[config.mk]
export PLATFORM = sky130hd
export DESIGN_NAME = vga_pixel_feeder
export DESIGN_NICKNAME = d
export VERILOG_FILES = /design/src/rtl/vga_pixel_feeder.sv
export SDC_FILE = /design/constraint.sdc
export NUM_CORES = 1
export LEC_CHECK = 0
export CAP_MARGIN = 20
export CORE_MARGIN = 2
export CORE_UTILIZATION = 42
export DETAILED_ROUTE_END_ITERATION = 6
export GPL_TIMING_DRIVEN = 0
export PLACE_DENSITY = 0.81
export SYNTH_ARGS = -nofsm -noshare
export SYNTH_HDL_FRONTEND = slang
export SYNTH_SLANG_ARGS = --single-unit
export TNS_END_PERCENT = 10
[constraint.sdc]
create_clock -name iCLK -period 3.5 [get_ports iCLK]
set_clock_uncertainty 0.05 [all_clocks]
set_input_delay 0.7 -clock iCLK [delete_from_list [all_inputs] [get_ports iCLK]]
set_output_delay 0.7 -clock iCLK [all_outputs]
set_load 0.02 [all_outputs]
[src/rtl/vga_pixel_feeder.sv]
// Pixel source for the VGA timing controller: answers each pixel request one cycle later with
// 10-bit RGB taken from a show-ahead RGB565 FIFO, colour bars, or an underflow fill colour.
module vga_pixel_feeder #(
  parameter int unsigned H_ACT    = 640,
  parameter int unsigned V_ACT    = 480,
  parameter logic [15:0] UF_COLOR = 16'hF81F,
  parameter int unsigned CNT_W    = 16
) (
  input  logic             iCLK,
  input  logic             iRST,
  input  logic             iRequest,
  input  logic [9:0]       iCoord_X,
  input  logic [9:0]       iCoord_Y,
  input  logic [15:0]      iFifo_Data,
  input  logic             iFifo_Empty,
  output logic             oFifo_Rd,
  output logic             oFifo_Flush,
  input  logic             iTest_En,
  input  logic             iClr_Err,
  output logic [9:0]       oRed,
  output logic [9:0]       oGreen,
  output logic [9:0]       oBlue,
  output logic             oValid,
  output logic             oUnderflow,
  output logic [CNT_W-1:0] oUf_Cnt,
  output logic [1:0]       oState
);

  localparam logic [1:0] StSync  = 2'd0;
  localparam logic [1:0] StRun   = 2'd1;
  localparam logic [1:0] StDrain = 2'd2;

  localparam logic [9:0] XLast = 10'(H_ACT - 1);
  localparam logic [9:0] YLast = 10'(V_ACT - 1);
  localparam logic [9:0] XEnd  = 10'(H_ACT);
  localparam logic [9:0] BarW  = 10'(H_ACT / 8);

  logic [1:0]       state_q, state_d;
  logic             test_act_q, test_act_d;
  logic             flush_q, flush_d;
  logic [29:0]      rgb_q, rgb_d;
  logic             valid_q;
  logic             under_q, under_d;
  logic [CNT_W-1:0] cnt_q, cnt_d;

  logic        fs, le, test_next, rd, uf_evt;
  logic [9:0]  bar_div;
  logic [2:0]  bar_idx;
  logic [15:0] bar_color;

  function automatic logic [29:0] expand565(input logic [15:0] c);
    return {c[15:11], c[15:11], c[10:5], c[10:7], c[4:0], c[4:0]};
  endfunction

  always_comb begin
    fs        = iRequest && (iCoord_X == 10'd0) && (iCoord_Y == 10'd0);
    le        = iRequest && (iCoord_X == XLast) && (iCoord_Y == YLast);
    // Test mode takes effect on the frame-start pixel that requests it.
    test_next = fs ? iTest_En : test_act_q;
    rd        = iRequest && !iFifo_Empty && !test_next && !iRST &&
                ((state_q == StRun) || ((state_q == StSync) && fs));
    uf_evt    = iRequest && iFifo_Empty && !test_next && (state_q == StRun);
  end

  always_comb begin
    bar_div = iCoord_X / BarW;
    bar_idx = ((iCoord_X >= XEnd) || (bar_div > 10'd7)) ? 3'd7 : bar_div[2:0];
    case (bar_idx)
      3'd0:    bar_color = 16'hFFFF;
      3'd1:    bar_color = 16'hFFE0;
      3'd2:    bar_color = 16'h07FF;
      3'd3:    bar_color = 16'h07E0;
      3'd4:    bar_color = 16'hF81F;
      3'd5:    bar_color = 16'hF800;
      3'd6:    bar_color = 16'h001F;
      default: bar_color = 16'h0000;
    endcase
  end

  always_comb begin
    rgb_d = '0;
    if (iRequest) begin
      if (rd) begin
        rgb_d = expand565(iFifo_Data);
      end else if (test_next) begin
        rgb_d = expand565(bar_color);
      end else if (uf_evt || (state_q == StDrain)) begin
        rgb_d = expand565(UF_COLOR);
      end
    end
  end

  always_comb begin
    state_d    = state_q;
    flush_d    = 1'b0;
    test_act_d = test_next;
    if (test_next) begin
      state_d = StSync;
      flush_d = fs && !test_act_q;
    end else begin
      case (state_q)
        StSync: begin
          if (fs && !iFifo_Empty) state_d = StRun;
        end
        StRun: begin
          if (uf_evt) begin
            state_d = le ? StSync : StDrain;
            flush_d = le;
          end
        end
        StDrain: begin
          if (le) begin
            state_d = StSync;
            flush_d = 1'b1;
          end
        end
        default: state_d = StSync;
      endcase
    end
  end

  // Clear is applied before a same-cycle underflow so the new event is never lost.
  always_comb begin
    under_d = iClr_Err ? 1'b0 : under_q;
    cnt_d   = iClr_Err ? '0 : cnt_q;
    if (uf_evt) begin
      under_d = 1'b1;
      if (cnt_d != {CNT_W{1'b1}}) cnt_d = cnt_d + 1'b1;
    end
  end

  always_ff @(posedge iCLK) begin
    if (iRST) begin
      state_q    <= StSync;
      test_act_q <= 1'b0;
      flush_q    <= 1'b0;
      rgb_q      <= '0;
      valid_q    <= 1'b0;
      under_q    <= 1'b0;
      cnt_q      <= '0;
    end else begin
      state_q    <= state_d;
      test_act_q <= test_act_d;
      flush_q    <= flush_d;
      rgb_q      <= rgb_d;
      valid_q    <= iRequest;
      under_q    <= under_d;
      cnt_q      <= cnt_d;
    end
  end

  assign oFifo_Rd    = rd;
  assign oFifo_Flush = flush_q;
  assign oRed        = rgb_q[29:20];
  assign oGreen      = rgb_q[19:10];
  assign oBlue       = rgb_q[9:0];
  assign oValid      = valid_q;
  assign oUnderflow  = under_q;
  assign oUf_Cnt     = cnt_q;
  assign oState      = state_q;

endmodule

Yosys cells after proc, flatten, opt, wreduce, memory -nomap -nowiden
Cells that the tools add are included.
{"block": "word_totals", "in_bits": 42, "output_inout_bits": 52, "register_bits": 52, "word_cells": 75}
{"block": "op_classes", "magnitude_cmp": 2, "n_addsub": 1, "n_bitwise": 1, "n_reduce_logical": 29, "n_div": 1, "mux": 20, "eq_ne": 14}
{"operator": "16-bit case mux with 7 select lines", "count": 1}
{"operator": "30-bit 2-to-1 mux", "count": 3}
{"operator": "16-bit 2-to-1 mux", "count": 3}
{"operator": "10-bit logical NOT", "count": 2}
{"operator": "16-bit by 1-bit adder with 16-bit output, second input constant", "count": 1}
{"operator": "16-bit inequality test, second input constant", "count": 1}
{"operator": "1-bit logical AND", "count": 14}
{"operator": "10-bit by 7-bit divider with 10-bit output, second input constant", "count": 1}
{"operator": "10-bit == test, second input constant", "count": 1}
{"operator": "10-bit by 9-bit == test with 1-bit output, second input constant", "count": 1}
{"operator": "10-bit greater-or-equal comparator, second input constant", "count": 1}
{"operator": "10-bit by 3-bit greater-than comparator with 1-bit output, second input constant", "count": 1}
{"operator": "3-bit == test, second input constant", "count": 3}
{"operator": "2-bit 2-to-1 mux", "count": 4}
{"operator": "3-bit by 2-bit == test with 1-bit output, second input constant", "count": 2}
{"operator": "1-bit 2-to-1 mux", "count": 6}
{"operator": "2-bit case mux with 3 select lines", "count": 1}
{"operator": "1-bit logical NOT", "count": 4}
{"operator": "2-bit inequality test, second input constant", "count": 2}
{"operator": "2-bit OR reduction", "count": 2}
{"operator": "3-bit by 1-bit == test with 1-bit output, second input constant", "count": 1}
{"operator": "3-bit logical NOT", "count": 1}
{"operator": "1-bit logical OR", "count": 3}
{"operator": "3-bit 2-to-1 mux", "count": 1}
{"operator": "8 further kinds", "count": 8}

Depth between registers and ports, before layout
{"block": "logic_depth", "depth_word": 11, "depth_mapped": 11, "ltp_nobuf": 8}

Worst setup path before layout
No wires, ideal clock.
{"block": "synth_path", "path_type": "in2out", "startpoint": "input port iCoord_X[7]", "endpoint": "output port oFifo_Rd", "stages": 6, "path_slack_ns": 0.237, "path_buffers": 1, "t_arrival_ns": 2.513, "path_cell_list": "buf_6 or4_4 or3_4 nor2_1 mux2i_1 inv_1"}
{"block": "synth_via", "elab_chain_len": 8, "elab_cells_between_ends": 10, "cone_classes": "1 x mux; 9 x reduce/logical"}
{"item": "start: declaration", "line": "12", "source": "input logic [9:0] iCoord_X,"}
{"item": "10-bit logical NOT *", "line": "56", "source": "fs = iRequest && (iCoord_X == 10'd0) && (iCoord_Y == 10'd0);"}
{"item": "1-bit logical AND * (2 in series)", "line": "56"}
{"item": "1-bit 2-to-1 mux", "line": "59", "source": "test_next = fs ? iTest_En : test_act_q;"}
{"item": "1-bit logical NOT", "line": "60", "source": "rd = iRequest && !iFifo_Empty && !test_next && !iRST &&"}
{"item": "1-bit logical AND (2 in series)", "line": "60"}
{"item": "1-bit logical AND *", "line": "60"}
{"item": "end: declaration", "line": "16", "source": "output logic oFifo_Rd,"}
Mark *: on every way between the ends. The rest lies on a longest branch, timed or not.

Worst setup path in the final report
{"block": "layout_path", "startpoint": "input port iCoord_X[6]", "endpoint": "output port oFifo_Rd"}
Same word-level chain as after synthesis.

==> results.json <==
{
  "setup_viol": 0,
  "mapped_avg_cell_area_um2": 8.43,
  "cts-htree-levels": 2,
  "preCtsSetupSlack_ns": -0.965,
  "ant_nets": 0,
  "firstDrtPassIters": 4,
  "number_of_port_buffers": 91,
  "grt_pass1_wl_mm": 9.36,
  "async_reset_ff_share_pct": 0,
  "cts-root-buf": "clkbuf_8",
  "critPathLaunchType": "input port",
  "total_i_o_pin_count": 94,
  "globalplace.congestion": 0.881,
  "syn2layout_area_growth_pct": 54.4,
  "floorplan.initialDensity_pct": 43.9,
  "worst_ep_arrival_time_ns": 2.67,
  "number_of_buffers_and_inverters_on_the_critical_path": 3,
  "static_leakage_nw": 1.20,
  "synthesis.instances": 249,
  "ys.warnings.count": 0,
  "tns_setup_ns": 0,
  "antenna_cells": 0,
  "count_of_flip_flops_with_a_built_in_enable_after_synthesis": 0,
  "timing_hold_violations_final": 0,
  "synth_ff_type": "dfxtp_1",
  "floorplan.die.width_um": 74.7,
  "clock.fmax_mhz": 293,
  "yosys.area.top_type_share_pct": 36.2,
  "cts-root-to-sink-buffers": 2,
  "cpLargestDelayFamily": "simple AND/OR/NAND/NOR gates",
  "yosys.cell_types.count": 51,
  "min-delay-path-class": "register to register",
  "path_cells": "dlygate4sd2_1 -> or4_4 -> or3_4 -> nor2_4 -> mux2i_2 -> inv_2 -> buf_2",
  "setup_ws_ns": 0.0825,
  "leading_cell_types_in_the_layout_fill_and_taps_excluded": "clkdlybuf4s50_1, dfxtp_1, nor2_1",
  "path_max_fanout": 7,
  "mappedNetlistArea_mm2": 0.00210,
  "worst_skew_pair.late_latency_ns": 0.29,
  "timing.max_cap.violations": 0,
  "timing.critical_path.slowest_stage_cell": "or4_4",
  "endpoint_kind": "primary output",
  "outcome": "finished clean",
  "detailed_router_s_first_iteration_violation_count": 113,
  "synth_sequential_area_ratio_pct": 36.2,
  "worstSetupPathType": "input port to primary output",
  "fillCellCount": 430,
  "final_core_area_utilization_pct": 67.7,
  "antenna_found_initial": 0,
  "core_region_area_mm2": 0.00479,
  "tritoncts": "built",
  "p_per_area_mw_per_mm2": 274,
  "grt_max_degree": 14,
  "first_global_vias": 2050,
  "postSynthRegisterBits": 38,
  "worstMarginPinSlew_ns": 0.494,
  "worst_slew_margin_rel_pct": 67.1,
  "dieArea_mm2": 0.00558,
  "routedWlPerCell_um": 13.9,
  "global_router_s_overall_resource_usage_pct": 21.5,
  "clkTransAtPathRegs_ns": 0.08,
  "drt-vias-per-instance": 5.38,
  "post-place-cells": 407,
  "placement.cell_area_mm2": 0.00309,
  "cts_num_sinks": 38,
  "std_cell_rows": 25,
  "finish.net_count": 396,
  "detail_route.drc_violations": 0,
  "layout_commonest_cell": "clkdlybuf4s50_1",
  "post_route_cells_drive_above_1_share_pct": 11.7,
  "slew_viol_final": 0,
  "netlist_top_cells_area": "dfxtp_1, buf_4, o21ai_0, a21oi_1, nor2_1",
  "overflow": 0,
  "tritoncts.num_buffers": 5,
  "slowest_delay_ns": 0.57,
  "routed-via-count": 2247,
  "post_route_design_area_mm2": 0.00324,
  "worst_ir_drop_vdd_mv": 0.227,
  "layoutNonFillerInstCount": 418,
  "worstPathRequired_ns": 2.75,
  "detailedPlacementHpwl_mm": 4.53,
  "multiInputGateArea_mm2": 0.00117,
  "synth_fp_nets": 295,
  "power.total_mw": 0.888,
  "post-route-period-util_pct": 97.6,
  "finalWirelength_mm": 5.81,
  "rsz_0062_raised_after_global_routing": "false",
  "min_period_ns": 3.42,
  "netlist.top_cell.by_area": "dfxtp_1",
  "area.sequential_um2": 761,
  "hold-worst-slack_ns": 0.415,
  "overall_die_height_um": 74.7
}
-- cells in the mapped netlist (5+ instances only) --
| cell | count |
|---|---|
| a21o_1 | 7 |
| dfxtp_1 | 38 |
| o21a_1 | 6 |
| nand4_1 | 5 |
| nand2_1 | 12 |
| nor4_1 | 6 |
| buf_4 | 14 |
| nand3_1 | 10 |
| or3_1 | 10 |
| nor2_1 | 22 |
| o21ai_0 | 20 |
| nor2b_1 | 5 |
| a21oi_1 | 18 |
| inv_1 | 10 |
-- tightest hold or removal path: cells and delay by family, from the launching register on --
kind               cells  cell delay [ns]
DFF                    1             0.32
and+or+nand+nor        1             0.05
AOI/OAI and AO/OA      1             0.05
-- layout make-up --
class | count | area share, %
Multi-Input combinational cell | 179 | 36.0
Inverter | 10 | 1.16
Sequential cell | 38 | 23.5
Timing Repair Buffer | 94 | 28.6
Tap cell | 67 | 2.59
Clock buffer | 5 | 2.12
Buffer | 22 | 4.67
Clock inverter | 3 | 1.39
-- cells by family (layout without fill, tap and decap cells) --
family | Yosys count | after routing | synth area share, %
AO/OA/AOI/OAI | 70 | 70 | 21.8
XOR/XNOR | 3 | 3 | 1.25
adder cells (fa/ha/maj) | 4 | 4 | 2.38
buffers and inverters | 32 | 134 | 9.00
flip-flops | 38 | 38 | 36.2
multiplexers | 2 | 2 | 0.954
AND/OR/NAND/NOR | 100 | 100 | 28.4
-- sequential cells by signal, indices dropped and copies added, names as in the netlist --
register	count
oFifo_Flush	1
oState	2
oUf_Cnt	16
oUnderflow	1
oValid	1
rgb_q	16
test_act_q	1
-- report_power, final --
group	switching (mW)	internal, mW
Sequential	0.000211	0.432
Clock	0.162	0.212
Combinational	0.0322	0.0492
-- what timing repair did --
action	4_1_cts	5_1_grt
pin swaps	2	0
endpoints found under the setup margin	1	1
setup buffers	3	0
gates resized for setup	10	2
hold buffers	0	0
-- worst paths after layout --
check / from / end / slack [ns] / depth (start not counted)
max: iCoord_X[6] / oFifo_Rd / 0.08 / 7
min reg2reg: oUnderflow$_SDFFE_PP0P_ / oUnderflow$_SDFFE_PP0P_ / 0.42 / 2
max reg2reg: oUf_Cnt[0]$_SDFF_PP0_ / oUf_Cnt[1]$_SDFF_PP0_ / 1.05 / 10
min: oUnderflow$_SDFFE_PP0P_ / oUnderflow$_SDFFE_PP0P_ / 0.42 / 2
-- per-layer routing --
metal	global-route usage (%)	routed length, um
met5	0	0
met1	26.3	2570
met4	4.17	31
met3	6.16	386
met2	38.1	2820
No activity file was read; power rests on OpenSTA's default activity.
